### src/rtl/div_pkg.sv
// Shared types and constants for the divider request controller.
package div_pkg;

  localparam int DIV_W = 32;

  localparam logic [DIV_W-1:0] DIV_Q_ONES = '1;

  typedef enum logic [1:0] {
    IDLE,
    LAUNCH,
    WAIT,
    RESP
  } div_state_t;

endpackage

### src/rtl/div_sign_fix.sv
// Two's-complement operand magnitudes and result sign correction.
// Only built when DIV_SIGNED_EN is defined.
`ifdef DIV_SIGNED_EN
module div_sign_fix
  import div_pkg::*;
#(
  parameter int WIDTH = DIV_W
) (
  input  logic [WIDTH-1:0] a,
  input  logic [WIDTH-1:0] b,
  input  logic [WIDTH-1:0] uq,
  input  logic [WIDTH-1:0] ur,
  output logic [WIDTH-1:0] mag_a,
  output logic [WIDTH-1:0] mag_b,
  output logic [WIDTH-1:0] q,
  output logic [WIDTH-1:0] r
);

  logic a_neg;
  logic b_neg;

  assign a_neg = a[WIDTH-1];
  assign b_neg = b[WIDTH-1];

  // The most negative value maps onto itself, which is also its unsigned magnitude.
  assign mag_a = a_neg ? -a : a;
  assign mag_b = b_neg ? -b : b;

  assign q = (a_neg ^ b_neg) ? -uq : uq;
  assign r = a_neg ? -ur : ur;

endmodule
`endif

### src/rtl/div_ctrl.sv
// Request/response wrapper around an iterative divider, one operation in flight.
// Define DIV_SIGNED_EN for two's-complement operands; unsigned otherwise.
module div_ctrl
  import div_pkg::*;
#(
  parameter int WIDTH = DIV_W
) (
  input  logic             clk,
  input  logic             rst,
  input  logic             req_valid,
  output logic             req_ready,
  input  logic [WIDTH-1:0] req_a,
  input  logic [WIDTH-1:0] req_b,
  output logic             rsp_valid,
  input  logic             rsp_ready,
  output logic [WIDTH-1:0] rsp_q,
  output logic [WIDTH-1:0] rsp_r,
  output logic             rsp_dz,
  output logic             div_start,
  output logic [WIDTH-1:0] div_a,
  output logic [WIDTH-1:0] div_b,
  input  logic             div_ready,
  input  logic [WIDTH-1:0] div_q,
  input  logic [WIDTH-1:0] div_r,
  output logic             busy
);

  div_state_t       state;
  logic [WIDTH-1:0] a_reg;
  logic [WIDTH-1:0] b_reg;
  logic [WIDTH-1:0] res_q;
  logic [WIDTH-1:0] res_r;

`ifdef DIV_SIGNED_EN
  div_sign_fix #(.WIDTH(WIDTH)) u_sign_fix (
    .a     (a_reg),
    .b     (b_reg),
    .uq    (div_q),
    .ur    (div_r),
    .mag_a (div_a),
    .mag_b (div_b),
    .q     (res_q),
    .r     (res_r)
  );
`else
  assign div_a = a_reg;
  assign div_b = b_reg;
  assign res_q = div_q;
  assign res_r = div_r;
`endif

  // Operand registers stay untouched until the next acceptance, so div_a/div_b
  // are stable across LAUNCH and WAIT.
  always_ff @(posedge clk or posedge rst) begin
    if (rst) begin
      state     <= IDLE;
      req_ready <= 1'b1;
      busy      <= 1'b0;
      rsp_valid <= 1'b0;
      div_start <= 1'b0;
      rsp_q     <= '0;
      rsp_r     <= '0;
      rsp_dz    <= 1'b0;
      a_reg     <= '0;
      b_reg     <= '0;
    end else begin
      case (state)
        IDLE: begin
          if (req_valid && req_ready) begin
            a_reg     <= req_a;
            b_reg     <= req_b;
            req_ready <= 1'b0;
            busy      <= 1'b1;
            if (req_b == '0) begin
              state     <= RESP;
              rsp_q     <= '1;
              rsp_r     <= req_a;
              rsp_dz    <= 1'b1;
              rsp_valid <= 1'b1;
            end else begin
              state     <= LAUNCH;
              rsp_dz    <= 1'b0;
              div_start <= 1'b1;
            end
          end
        end
        LAUNCH: begin
          // A divider still busy from before a reset is simply waited out here.
          if (div_ready) begin
            state     <= WAIT;
            div_start <= 1'b0;
          end
        end
        WAIT: begin
          if (div_ready) begin
            state     <= RESP;
            rsp_q     <= res_q;
            rsp_r     <= res_r;
            rsp_valid <= 1'b1;
          end
        end
        RESP: begin
          if (rsp_ready) begin
            state     <= IDLE;
            rsp_valid <= 1'b0;
            req_ready <= 1'b1;
            busy      <= 1'b0;
          end
        end
        default: state <= IDLE;
      endcase
    end
  end

endmodule

### config.mk
export PLATFORM = sky130hd
export DESIGN_NAME = div_ctrl
export DESIGN_NICKNAME = d
export VERILOG_FILES = /design/src/rtl/div_pkg.sv /design/src/rtl/div_sign_fix.sv /design/src/rtl/div_ctrl.sv
export SDC_FILE = /design/constraint.sdc
export NUM_CORES = 1
export LEC_CHECK = 0
export ABC_AREA = 0
export BUFFER_PORTS_ARGS = -buffer_cell sky130_fd_sc_hd__buf_2
export CAP_MARGIN = 20
export CORE_ASPECT_RATIO = 1.75
export CORE_MARGIN = 1.5
export CORE_UTILIZATION = 47
export DETAILED_ROUTE_END_ITERATION = 16
export HOLD_SLACK_MARGIN = 0.06
export PLACE_DENSITY = 0.8
export SETUP_SLACK_MARGIN = 0.1
export SYNTH_ARGS = -nofsm -noshare
export SYNTH_HDL_FRONTEND = slang
export SYNTH_SLANG_ARGS = --single-unit
### constraint.sdc
create_clock -name clk -period 4.6 [get_ports clk]
set_input_delay 0.69 -clock clk [delete_from_list [all_inputs] [get_ports clk]]
set_output_delay 0.69 -clock clk [all_outputs]
set_load 0.01 [all_outputs]
==> impl_metrics.ini <==
[cts]
cts_made_buffers = 17
cts_setup_buffers = 0
htreeDepth = 4
cts_sinks = 135
cts_tree = done
clk_path_buf_depth = 2
post_cts_resized = 0
clk_pin_slew_ps = 60
clk-insertion-delay-late_ps = 410
ctsHoldBuffers = 0
cts-root-buf = clkbuf_16

[timing]
setup_viol = 0
fmax_ghz = 0.318
period_share_pct = 68.3
setup_tns_ps = 0
fin_worst_skew_ps = 9.22
slew_violations = 0
min_period_ps = 3140
rsz0062_at_grt = false
finalHoldViolCount = 0
worst_hold_slack_ps = 451
max_slew_margin_pct = 27.1
worst_pin_slew_ps = 1080

[route]
route.detailed.drc = 0
drt_iter0_drc = 269
final_antenna_net_count = 0
drt-pass1-iter-count = 5
via_per_inst = 5.57
routed_wl_um = 16700
vias = 5070
wl_per_cell_um = 18.3

[synth]
synth_ff_type = dfrtp_1
synth_top_area_cell = dfrtp_1
synth_area_leaders = dfrtp_1 56%, mux2_2 12%, a221o_1 5.2%
synth.distinct_cells = 34
synthTopCellsByCount = 134 x dfrtp_1, 64 x mux2_2, 32 x o22a_1, 31 x a221o_1, 23 x o21ai_0
yosysMostFrequentCell = dfrtp_1
syn_inst = 475
synth_seq_cells = 135
syn_nets = 613
netlist_area_mm2 = 0.00596
ys.warnings.count = 0
seq_area_frac_synth_pct = 56.7
async_reset_ff_share_pct = 100
netlist.area_leader.share_pct = 56.2
synth_edf_count = 0
syn_avg_cell_area_um2 = 12.6

[cells_and_area]
final_nets = 868
diodes = 0
final_core_util_pct = 64.1
design_area_mm2 = 0.00797
drive_gt1_share_pct = 50.9
stdcell_count = 911
n_fill_cell = 1015
area_growth_pct = 33.6

[run_status]
status = completed

[power_and_ir_drop]
p_seq_share_pct = 46.7
vdd.ir_drop.worst_mv = 0.261
p_int_mw = 1.93
p_clk_share_pct = 49.2
switching_share_pct = 23.8
p_comb_share_pct = 4.1
power_density_mw_per_mm2 = 319
netSwitchingPower_uw = 605
p_leak_nw = 4.30

[place]
dp_cells = 878
portBuffers = 265
placed_area_mm2 = 0.00740
gp_congestion = 0.923
hpwl_um = 12100

[global_route]
antenna_found_initial = 0
gr-total-overflow = 0
track_usage_pct = 25.0
grt_pass1_vias = 5271
grt_pass1_wl_um = 26000
grt_max_degree = 97

[die]
core_area_mm2 = 0.0124
ios = 266
fp.dieH_um = 152
start_util_pct = 48.0
dieArea_mm2 = 0.0134
die_w_um = 88.2
rows = 54

[critical_path]
crit_fanout = 37
startpoint_type = register
path_class = register to register
crit_arrival_ps = 3430
crit_required_ps = 4890
endpoint_kind = register

[min_path]
min_path_type = input pin to asynchronous set/reset pin

[run]
maxCapViolCount = 0
final cells by class:
cell class	count	area, µm²	share of cell area [%]
multi-input cells	295	2390	29.9
flip-flops and latches	135	3380	42.4
well taps	168	210	2.64
clock inverters	14	116	1.46
inverters	8	35.0	0.440
clock buffers	18	429	5.38
repair buffers	273	1410	17.7
worst max-delay path, stage by stage (launching register included):
cell and delay (ps):
dfrtp_1 410, inv_1 130, ha_2 790, inv_1 520
nor4_1 560, nor2_2 170, buf_8 210, o22a_1 200
through the flow:
stage               setup slack, ps  total power [mW]
floorplan                       301              1.24
global placement               1500              1.31
detailed placement             1440              1.31
CTS                            1440              2.57
global route                   1180              2.63
finish                         1460              2.54
layer usage:
metal | routed length [µm] | global-route usage [%] | up-vias
met2 | 9010 | 44.3 | 240
met3 | 952 | 4.83 | 44
li1 | - | - | 2301
met4 | 539 | 10.6 | 0
met1 | 6170 | 28.3 | 2485
met5 | 0 | 0 | -
power by group through the flow:
stage               registers (mW)  clock network (mW)  logic [mW]
finish                        1.19                1.25       0.103
floorplan                     1.21                   0      0.0272
CTS                           1.19                1.27       0.105
global placement              1.21                   0       0.102
detailed placement            1.21                   0       0.105
global route                  1.19                1.32       0.115
flip-flops by register name, indices dropped and copies added, names as in the netlist:
register   cells
busy           1
div_a         32
div_b         32
div_start      1
req_ready      1
rsp_dz         1
rsp_q         32
rsp_r         32
rsp_valid      1
state          2
placed cells by master, fill, tap and decap left out, drive strengths merged, types with 5 or more instances in the layout:
cell type / instances
o21ai: 23
buf: 273
nand3: 18
ha: 5
nand2: 21
inv: 14
and2: 16
dfrtp: 134
clkbuf: 18
o31ai: 15
o22a: 32
mux2: 64
nor2: 7
mux2i: 17
a21oi: 20
a221o: 31
nor4: 11
final timing paths:
kind | from | end | slack [ps] | depth (start not counted)
max | state[0] | rsp_q[1] | 1460 | 7
max reg2reg | state[0] | rsp_q[1] | 1460 | 7
max in group asynchronous | rst | div_a[20] | 3070 | 3
min | rst | div_b[5] | 450 | 2
min in group clk | div_q[15] | rsp_q[15] | 490 | 2
min reg2reg | rsp_dz | rsp_dz | 490 | 2
logic make-up after synthesis:
family,synth area share (%)
buffers and inverters,3.63
DFF,56.7
muxes,14.9
and+or+nand+nor,7.01
adders and majority gates,1.05
AOI/OAI and AO/OA,16.7
(Power assumes the default switching activity.)
